--- src/rtl/fetch_unit.sv ---
// fetch_unit: in-order instruction fetch with response queue and redirect flush; FETCH_MISALIGN_TRAP_EN adds a misaligned-target fault entry and a HALT state
module fetch_unit #(
  parameter logic [31:0] RESET_PC = 32'h0000_0000,
  parameter int          DEPTH    = 4,
  parameter int          MAX_OUT  = 2
) (
  input  logic        clk,
  input  logic        rst,
  output logic        imem_req,
  output logic [31:0] imem_addr,
  input  logic        imem_gnt,
  input  logic        imem_rvalid,
  input  logic [31:0] imem_rdata,
  input  logic        redirect,
  input  logic [31:0] redirect_pc,
  output logic        inst_valid,
  input  logic        inst_ready,
  output logic [31:0] inst,
  output logic [31:0] inst_pc,
  output logic        fetch_fault
);
  localparam int AW = $clog2(DEPTH);
  localparam int CW = $clog2(DEPTH + 1);
  localparam int OW = $clog2(MAX_OUT + 1);
  localparam int SW = $clog2(DEPTH + MAX_OUT + 1);
  logic [31:0] pc_q, pc_d, resp_pc_q, resp_pc_d, tgt_pc;
  logic [OW-1:0] out_q, out_d, drop_q, drop_d;
  logic [CW-1:0] cnt_q, cnt_d;
  logic [AW-1:0] head_q, head_d, tail_q, tail_d;
  logic [31:0] inst_q [DEPTH];
  logic [31:0] ipc_q [DEPTH];
  logic halted, fault_push, grant, live_push, push, pop;
`ifdef FETCH_MISALIGN_TRAP_EN
  typedef enum logic {RUN, HALT} state_e;
  state_e state_q, state_d;
  logic fpend_q, fpend_d;
  logic fault_q [DEPTH];
  always_comb begin
    state_d = redirect ? (redirect_pc[1:0] != 2'b00 ? HALT : RUN) : state_q;
    fpend_d = redirect && redirect_pc[1:0] != 2'b00;
  end
  always_ff @(posedge clk) begin
    if (rst) begin
      state_q <= RUN;
      fpend_q <= 1'b0;
    end else begin
      state_q <= state_d;
      fpend_q <= fpend_d;
    end
    if (push) fault_q[tail_q] <= fault_push;
  end
  assign tgt_pc      = redirect_pc;
  assign halted      = state_q == HALT;
  assign fault_push  = fpend_q;
  assign fetch_fault = inst_valid && fault_q[head_q];
`else
  assign tgt_pc      = redirect_pc & ~32'h3;
  assign halted      = 1'b0;
  assign fault_push  = 1'b0;
  assign fetch_fault = 1'b0;
`endif
  // live words = queued + outstanding not yet marked for drop; each must have a slot reserved
  assign imem_req   = !rst && !redirect && !halted && out_q < OW'(MAX_OUT) &&
                      (SW'(cnt_q) + SW'(out_q) - SW'(drop_q)) < SW'(DEPTH);
  assign imem_addr  = pc_q;
  assign grant      = imem_req && imem_gnt;
  assign live_push  = imem_rvalid && drop_q == '0;
  assign push       = !redirect && (live_push || fault_push);
  assign pop        = !redirect && inst_valid && inst_ready;
  assign inst_valid = cnt_q != '0;
  assign inst       = inst_valid ? inst_q[head_q] : '0;
  assign inst_pc    = inst_valid ? ipc_q[head_q] : '0;
  always_comb begin
    pc_d      = redirect ? tgt_pc : grant ? pc_q + 32'd4 : pc_q;
    resp_pc_d = redirect ? tgt_pc : (push && !fault_push) ? resp_pc_q + 32'd4 : resp_pc_q;
    out_d     = out_q + OW'(grant) - OW'(imem_rvalid);
    drop_d    = redirect ? out_q - OW'(imem_rvalid) :
                (imem_rvalid && drop_q != '0) ? drop_q - OW'(1) : drop_q;
    cnt_d     = redirect ? '0 : cnt_q + CW'(push) - CW'(pop);
    head_d    = redirect ? '0 : head_q + AW'(pop);
    tail_d    = redirect ? '0 : tail_q + AW'(push);
  end
  always_ff @(posedge clk) begin
    if (rst) begin
      pc_q      <= RESET_PC;
      resp_pc_q <= RESET_PC;
      out_q     <= '0;
      drop_q    <= '0;
      cnt_q     <= '0;
      head_q    <= '0;
      tail_q    <= '0;
    end else begin
      pc_q      <= pc_d;
      resp_pc_q <= resp_pc_d;
      out_q     <= out_d;
      drop_q    <= drop_d;
      cnt_q     <= cnt_d;
      head_q    <= head_d;
      tail_q    <= tail_d;
    end
    if (push) begin
      inst_q[tail_q] <= fault_push ? 32'h0000_0013 : imem_rdata;
      ipc_q[tail_q]  <= fault_push ? pc_q : resp_pc_q;
    end
  end
endmodule

--- config.mk ---
export PLATFORM = sky130hd
export DESIGN_NAME = fetch_unit
export DESIGN_NICKNAME = d
export VERILOG_FILES = /design/src/rtl/fetch_unit.sv
export SDC_FILE = /design/constraint.sdc
export NUM_CORES = 1
export LEC_CHECK = 0
export CAP_MARGIN = 5
export CELL_PAD_IN_SITES_DETAIL_PLACEMENT = 1
export CELL_PAD_IN_SITES_GLOBAL_PLACEMENT = 1
export CORE_ASPECT_RATIO = 1.4
export CORE_UTILIZATION = 45
export DETAILED_ROUTE_END_ITERATION = 6
export GPL_TIMING_DRIVEN = 0
export HOLD_SLACK_MARGIN = 0.06
export PLACE_DENSITY = 0.84
export SETUP_SLACK_MARGIN = 0.15
export SLEW_MARGIN = 20
export SYNTH_ARGS = -nofsm -noshare
export SYNTH_HDL_FRONTEND = slang
export SYNTH_SLANG_ARGS = --single-unit
--- constraint.sdc ---
create_clock -name clk -period 15.45 [get_ports clk]
set_clock_uncertainty 0.2 [all_clocks]
set_input_delay 3.09 -clock clk [delete_from_list [all_inputs] [get_ports clk]]
set_output_delay 3.09 -clock clk [all_outputs]
set_load 0.05 [all_outputs]
==> flow_summary.toml, run 1 <==
[logic_synthesis]
async_flop_share_pct = 0
yosys-top-cells-area = "edfxtp_1, dfxtp_1, mux4_2"
synth_area_sq_um = 13420
yosysSeqAreaShare_pct = 66.09
ys_seq_elements = 319
synth_flop_cell = "edfxtp_1"
synth_top_area_share_pct = 55.50
avgSynthCellArea_sq_um = 14.98
synth_edf_count = 248
synth_common_cells = "edfxtp_1, dfxtp_1, nor2b_1"
synth.most_common_cell = "edfxtp_1"
synthCells = 896
yosys_warnings = 0
synth_top_area_cell = "edfxtp_1"
synth.distinct_cells = 60

[critical_path]
arrival_ns = 5.37
cp.required_ns = 12.16
end_kind = "output port"
critical_path.most_common_cell = "clkdlybuf4s50_1"
critical_path_class = "input port to output port"
cp_cell_sequence = "clkdlybuf4s50_1 > or2_1 > clkbuf_1 > nor3_1 > clkdlybuf4s50_1"
cp.buffers_inverters = 3
cpPeakStageDelay_ns = 0.88
start_kind = "input port"
crit_family = "buffers and inverters"
crit_slowest_cell = "clkdlybuf4s50_1"
worstPathMaxFanout = 9

[finish]
finish.utilization_pct = 57.54
final_net_count = 1197
layout-drive-gt1-share_pct = 14.34
instances_no_fill = 1517
num_antenna_cells = 0
design_area_sq_um = 16830
fill_cells = 2867
synthToLayoutAreaGrowth_pct = 25.45

[place]
place_inst = 1461
place_congestion = 0.8323
dp_hpwl_um = 24260
placed_area_sq_um = 15780
port_buffers = 160
pre_cts_ws_ns = 6.796

[timing]
setup-violations-final = 0
holdWs_ns = 0.3263
maxSlewHeadroom_pct = 30.65
setup_tns_ns = 0
tightest_slew_ns = 1.032
period_minus_slack_ns = 8.657
max_freq_ghz = 0.1155
fin_crit_sh_pct = 56.03
rsz0062_at_grt = "no"
final_max_slew_viol_count = 0
fin_ws_ns = 6.793
hold_viol = 0

[drt]
wl_per_cell_um = 22.61
antenna_left = 0
drt_wl_total_um = 34300
drt_iter0_markers = 342
drc = 0
vias_per_cell = 5.661
drt_first_pass_iters = 4
vias = 8588

[power]
vdd_drop_max_mv = 0.07370
p_per_area_nw_per_um2 = 116.1
p_leak_nw = 5.383
report.power.total_mw = 1.955

[global_routing]
grt.overflow.total = 0
grt_first_pass_wirelength_um = 53100
grt_usage_pct = 23.05
grt_max_degree = 39
grt_antenna_before_repair = 0
grt_pass1_vias = 9162

[clocking]
path_clk_slew_ns = 0.07
cts_buffers = 30
cts_setup_buffers = 0
clock-root-buffer = "clkbuf_16"
ctsResizeCount = 0
h-tree-depth = 1
tritoncts = "built"
worstSkewPairLatency_ns = 0.55
clkSinkCount = 319
holdBufCountCts = 0
ctsLongestPathBuffers = 3

[hold_path]
hold_class = "flop to flop"

[floorplanning]
die_x_um = 147.9
core_area_sq_um = 29260
rows = 74
io_pins = 169
dieArea_sq_um = 30520
die_y_um = 206.3
initial_utilization_pct = 45.86

[status]
status = "complete, no violations"

[job]
cap_violations = 0
## kinds of logic (layout without fill, tap and decap cells)
family          Yosys count  count (layout)  share of synthesized area [%]
other cells               1               5                        0.02795
fa+ha+maj                14              14                          1.417
buf+inv                  77             314                          2.396
mux                      64              64                          10.55
flops                   319             319                          66.09
compound gates          102             102                          5.361
xor+xnor                 40              40                          2.667
simple gates            279             279                          11.49
## placed cells by master, fill, tap and decap left out, drive strengths merged, types with 26 or more instances in the layout
cell	count
edfxtp	248
clkdlybuf4s50	160
dfxtp	71
clkbuf	69
nor2b	64
mux4	62
nand2	54
nor2	38
buf	38
xnor2	26
inv	26
## final timing paths
path	start	endpoint	slack, ns	cells past startpoint
setup / recovery	redirect	imem_req	6.79	5
hold / removal	resp_pc_q[30]	ipc_q[0][30]	0.33	0
setup reg to reg	out_q[1]	out_q[1]	11.71	15
hold reg to reg	resp_pc_q[30]	ipc_q[0][30]	0.33	0
## per-layer routing
| metal | vias to the layer above | routed length (um) | GRT usage, % |
|---|---|---|---|
| met1 | 4378 | 13530 | 27.38 |
| met3 | 53 | 1436 | 2.340 |
| met5 | - | 0 | 0 |
| li1 | 3890 | - | - |
| met4 | 0 | 929 | 7.916 |
| met2 | 267 | 18400 | 43.23 |
## where the power goes
group | switching [mW] | internal [mW]
Combinational | 0.121 | 0.0773
Sequential | 0.0255 | 0.950
Clock | 0.321 | 0.460
## worst register-to-register path: stages (launching register included)
cell	delay (ns)
dfxtp_1	0.47
inv_1	0.13
fa_1	0.54
inv_1	0.05
ha_1	0.27
and3b_1	0.21
nor4_4	0.37
o21a_1	0.17
buf_4	0.18
inv_2	0.08
buf_2	0.21
ha_1	0.30
inv_1	0.04
ha_1	0.18
xnor2_1	0.16
nor2_1	0.05
## final cells by class
type                       instances  area (sq um)  area share, %
multi-input combinational        504          4272          25.37
inverter                          26         97.59         0.5797
buffer                            51         224.0          1.330
timing repair buffer             181          1843          10.95
clock inverter                    21         244.0          1.449
sequential                       319          8869          52.68
clock buffer                      35         810.8          4.816
tap                              380         475.5          2.824
## flip-flops by register name, summed over array words and instances, names as in the netlist
| name | count |
|---|---|
| ipc_q | 120 |
| inst_q | 128 |
| resp_pc_q | 30 |
| imem_addr | 30 |
| cnt_q | 3 |
| head_q | 2 |
| out_q | 2 |
| drop_q | 2 |
| tail_q | 2 |
Note: power is estimated with default switching activity, not from simulation.
==> inputs of run 2 (changes only) <==
--- a/config.mk
+++ b/config.mk
@@ -9,11 +9,11 @@
 export CELL_PAD_IN_SITES_DETAIL_PLACEMENT = 1
 export CELL_PAD_IN_SITES_GLOBAL_PLACEMENT = 1
 export CORE_ASPECT_RATIO = 1.4
-export CORE_UTILIZATION = 45
+export CORE_UTILIZATION = 42
 export DETAILED_ROUTE_END_ITERATION = 6
 export GPL_TIMING_DRIVEN = 0
 export HOLD_SLACK_MARGIN = 0.06
-export PLACE_DENSITY = 0.84
+export PLACE_DENSITY = 0.82
 export SETUP_SLACK_MARGIN = 0.15
 export SLEW_MARGIN = 20
 export SYNTH_ARGS = -nofsm -noshare
==> constraint.sdc (replaced) <==
create_clock -name clk -period 6.95 [get_ports clk]
set_clock_uncertainty 0.2 [all_clocks]
set_input_delay 1.39 -clock clk [delete_from_list [all_inputs] [get_ports clk]]
set_output_delay 1.39 -clock clk [all_outputs]
set_load 0.05 [all_outputs]
==> flow_summary.toml, run 2 (synthesis gave the netlist of run 1 again) <==
[global_routing]
grt.overflow.total = 0
grt_max_degree = 46
grt_usage_pct = 20.53
met1_usage_pct = 24.21
met3_usage_pct = 2.183
top_usage_layer = "met2"
grt_first_pass_wirelength_um = 51480
use_met2_pct = 38.04
grt_pass1_vias = 9072
grt_antenna_before_repair = 0

[clocking]
cts_buffers = 29
worstSkewPairLatency_ns = 0.56
path_clk_slew_ns = 0.07
tritoncts = "built"
h-tree-depth = 1
ctsLongestPathBuffers = 3
ctsResizeCount = 0
cts_setup_buffers = 0
holdBufCountCts = 0
clkSinkCount = 319
clock-root-buffer = "clkbuf_16"

[power]
p_per_area_nw_per_um2 = 249.8
power_frac_comb_pct = 10.5
p_int_mw = 3.161
seq_power_share_pct = 51.7
p_leak_nw = 5.296
switching_share_pct = 24.55
vdd_drop_max_mv = 0.1632
report.power.total_mw = 4.190
clkPwrFrac_pct = 37.8
power.switching_mw = 1.029

[place]
port_buffers = 160
pre_cts_ws_ns = 1.664
placed_area_sq_um = 15820
place_inst = 1470
dp_hpwl_um = 23850
place_congestion = 0.8498

[drt]
drc = 0
drt_wl_total_um = 33130
antenna_left = 0
wl_per_cell_um = 21.74
vias_per_cell = 5.514
drt_iter0_markers = 352
vias = 8404
drt_first_pass_iters = 5

[floorplanning]
core_area_sq_um = 31500
initial_utilization_pct = 42.60
io_pins = 169
die_y_um = 213.5
dieArea_sq_um = 32680
rows = 77
die_x_um = 153.1

[timing]
fin_ws_ns = 1.652
maxSlewHeadroom_pct = 31.22
fin_crit_sh_pct = 76.23
rsz0062_at_grt = "no"
hold_viol = 0
setup_tns_ns = 0
setup-violations-final = 0
holdWs_ns = 0.3333
period_minus_slack_ns = 5.298
final_max_slew_viol_count = 0
tightest_slew_ns = 1.023
max_freq_ghz = 0.1888

[finish]
synthToLayoutAreaGrowth_pct = 24.98
final_net_count = 1190
instances_no_fill = 1524
num_antenna_cells = 0
largest_reg_flops = 128
layout_common_cells = "edfxtp_1, clkdlybuf4s50_1, dfxtp_1"
reg_top3 = "inst_q x128, ipc_q x120"
final_common_cell = "edfxtp_1"
design_area_sq_um = 16770
finish.utilization_pct = 53.23
top_register = "inst_q"
layout-drive-gt1-share_pct = 13.91

[hold_path]
holdPathStages = 0
hold_class = "flop to flop"
hold_path_end = "ipc_q[1][8]"
hp-start = "resp_pc_q[8]"

[critical_path]
worstPathMaxFanout = 5
r2r_start = "out_q[1]"
start_kind = "flop"
reg2reg_slack_ns = 3.22
r2r_end = "out_q[1]"
critical_path_class = "flop to output port"
r2r_cells = 15
cp.required_ns = 5.36
end_kind = "output port"
arrival_ns = 3.71
startpoint = "out_q[1]"

[status]
status = "complete, no violations"

[job]
cap_violations = 0
## run 2: cell types whose count changed in the layout (fill, tap and decap cells not counted), moves of 2 or more
cell,change
buf_4,-13
buf_8,+6
bufinv_16,-4
clkbuf_1,+2
clkbuf_16,-2
clkbuf_8,+4
clkinv_1,-4
clkinv_2,-3
clkinvlp_4,+4
inv_6,+2
## run 2: worst max path at each step
stage	endpoint	cells past startpoint
2_1_floorplan	inst_q[2][0]	4
3_3_place_gp	inst_q[2][27]	5
3_5_place_dp	imem_req	5
4_1_cts	imem_req	9
5_1_grt	imem_req	9
6_report	imem_req	9
## run 2: metal layers
metal | vias up | part of all wire (%) | wire length [um]
met5 | - | 0 | 0
met4 | 0 | 3.4 | 1138
met3 | 58 | 3.9 | 1301
met2 | 232 | 53 | 17530
met1 | 4241 | 40 | 13170
li1 | 3873 | - | -
## run 2: area by class of cell
cell class	count	area [sq um]
Buffer	51	224.0
Clock buffer	39	823.3
Clock inverter	15	132.6
Fill cell	3071	14730
Inverter	26	97.59
Multi-Input combinational cell	504	4284
Sequential cell	319	8869
Tap cell	395	494.2
Timing Repair Buffer	175	1847
## run 2: worst max-delay path, stage by stage, from the launching register on
cell and delay [ns]:
dfxtp_1 0.46, inv_1 0.13, fa_1 0.55, inv_1 0.04, ha_1 0.26, and3b_1 0.24, nor2_1 0.08, xnor2_1 0.13
nor3_1 0.37, clkdlybuf4s50_1 0.89
## run 2: power groups by stage
stage	logic [mW]	clock network, mW	registers (mW)
6_report	0.441	1.58	2.17
4_1_cts	0.446	1.62	2.17
3_3_place_gp	0.422	0	2.20
3_5_place_dp	0.443	0	2.21
5_1_grt	0.473	1.68	2.17
2_1_floorplan	0.234	0	2.23
==> inputs of run 3 (changes only) <==
==> constraint.sdc (replaced) <==
create_clock -name clk -period 4.2 [get_ports clk]
set_clock_uncertainty 0.2 [all_clocks]
set_input_delay 0.84 -clock clk [delete_from_list [all_inputs] [get_ports clk]]
set_output_delay 0.84 -clock clk [all_outputs]
set_load 0.05 [all_outputs]
==> flow_summary.toml, run 3 (synthesis gave the netlist of run 1 again) <==
[place]
place_congestion = 0.8293
port_buffers = 160
placed_area_sq_um = 15840
dp_hpwl_um = 24040
pre_cts_ws_ns = -0.2015

[clocking]
tritoncts = "built"
worstSkewPairLatency_ns = 0.54
h-tree-depth = 1
clkSinkCount = 319
path_clk_slew_ns = 0.07
cts_buffers = 29
clock-root-buffer = "clkbuf_16"
ctsLongestPathBuffers = 3
cts_setup_buffers = 0

[timing]
rsz0062_at_grt = "yes"
fin_crit_sh_pct = 93.61
final_max_slew_viol_count = 0
period_minus_slack_ns = 3.932
max_freq_ghz = 0.2544
setup-violations-final = 0
fin_ws_ns = 0.2685
tightest_slew_ns = 1.021
hold_viol = 0
maxSlewHeadroom_pct = 31.37

[critical_path]
crit_slowest_cell = "fa_1"
critical_path.most_common_cell = "inv_1"
critical_path_class = "flop to output port"
arrival_ns = 2.89
cp.required_ns = 3.16
end_kind = "output port"
cpPeakStageDelay_ns = 0.53
cp_cell_sequence = "inv_1 > fa_1 > inv_1 > ha_1 > and3b_1 > nor2_1 > xnor2_1 > nor3_2 > clkbuf_4"
r2r_start = "out_q[1]"
startpoint = "out_q[1]"
worstPathMaxFanout = 5
reg2reg_slack_ns = 0.54
start_kind = "flop"
r2r_cells = 14
r2r_end = "out_q[0]"

[finish]
fill_cells = 3057
design_area_sq_um = 16880
final_net_count = 1191
layout_common_cells = "edfxtp_1, clkdlybuf4s50_1, dfxtp_1"
synthToLayoutAreaGrowth_pct = 25.79
top_register = "inst_q"
final_common_cell = "edfxtp_1"
layout-drive-gt1-share_pct = 14.56
largest_reg_flops = 128
reg_top3 = "inst_q x128, ipc_q x120"
num_antenna_cells = 0

[power]
p_per_area_nw_per_um2 = 409.3
p_leak_nw = 6.114
vdd_drop_max_mv = 0.2288

[hold_path]
holdPathStages = 0
hold_path_end = "ipc_q[3][8]"
hold_class = "flop to flop"
hp-start = "resp_pc_q[8]"

[status]
status = "complete, no violations"

[drt]
wl_per_cell_um = 22.07
drt_first_pass_iters = 5
drc = 0
vias_per_cell = 5.632
vias = 8567
antenna_left = 0
drt_wl_total_um = 33560
drt_iter0_markers = 359

[floorplanning]
core_area_sq_um = 31500
die_x_um = 153.1
rows = 77
dieArea_sq_um = 32680
die_y_um = 213.5
io_pins = 169
initial_utilization_pct = 42.60

[job]
cap_violations = 0

[global_routing]
grt.overflow.total = 0
grt_first_pass_wirelength_um = 52170
grt_pass1_vias = 9236
grt_antenna_before_repair = 0
grt_max_degree = 39
grt_usage_pct = 20.79
-- run 3: cell count changes in the layout (fill, tap and decap cells not counted), sizes merged --
cell and delta:
clkdlybuf4s50 -54, dlymetal6s2s +39, dlygate4sd2 +14, clkinv +4
clkinvlp -4, buf -2, bufinv +1, inv -1
-- run 3: report_power, final --
| group | switching, mW | internal, mW |
|---|---|---|
| clock | 1.13 | 1.46 |
| sequential | 0.0945 | 3.49 |
| combinational | 0.444 | 0.282 |
| total | 1.67 | 5.24 |
-- run 3: how the worst max path moves through the flow --
stage / endpoint / slack, ns / cells after the start
after global routing: imem_req / 0.07 / 9
after detailed placement: cnt_q[2] / -0.20 / 12
after floorplan: imem_req / 0.42 / 8
after CTS: inst_pc[29] / 0.06 / 5
after global placement: inst_q[1][29] / -1.43 / 5
final: imem_req / 0.27 / 9
-- run 3: routing by layer --
metal / part of all wire [%] / global-route usage [%]
met4: 2.9 / 8.534
met5: 0 / 0
met2: 54 / 38.70
met3: 3.3 / 1.981
met1: 40 / 24.67
-- run 3: per-stage QoR --
stage          hold slack [ns]  std cells  setup TNS, ns  power [mW]  util [%]
6_report                0.3360       1521              0       6.909     53.58
5_1_grt                 0.3549       1521              0       7.129     53.58
4_1_cts                 0.3453       1521              0       6.975     53.23
3_5_place_dp            0.3387       1471        -0.3215       4.387     50.29
3_3_place_gp            0.3106       1455        -307.35       4.344     49.37
2_1_floorplan           0.2583        900              0       4.070         -
-- run 3: what timing repair did --
item / 4_1_cts / 5_1_grt
hold buffers: 0 / 0
endpoints found under the setup margin: 61 / 42
resized for setup: 31 / 46
-- run 3: worst max-delay path: cells and delay by family, from the launching register on --
| kind | cells | cell delay [ns] |
|---|---|---|
| adder cells (fa/ha/maj) | 2 | 0.81 |
| XOR/XNOR | 1 | 0.11 |
| flip-flops | 1 | 0.41 |
| AND/OR/NAND/NOR | 3 | 0.58 |
| buffers and inverters | 3 | 0.43 |
-- run 3: area by class of cell --
type,instances,area [sq um],share of cell area (%)
clock buffers,35,790.8,4.685
clock inverters,15,138.9,0.8228
well taps,395,494.2,2.928
plain buffers,51,247.7,1.468
repair buffers,176,1952,11.56
inverters,26,97.59,0.5782
multi-input cells,504,4289,25.41
flip-flops and latches,319,8870,52.55
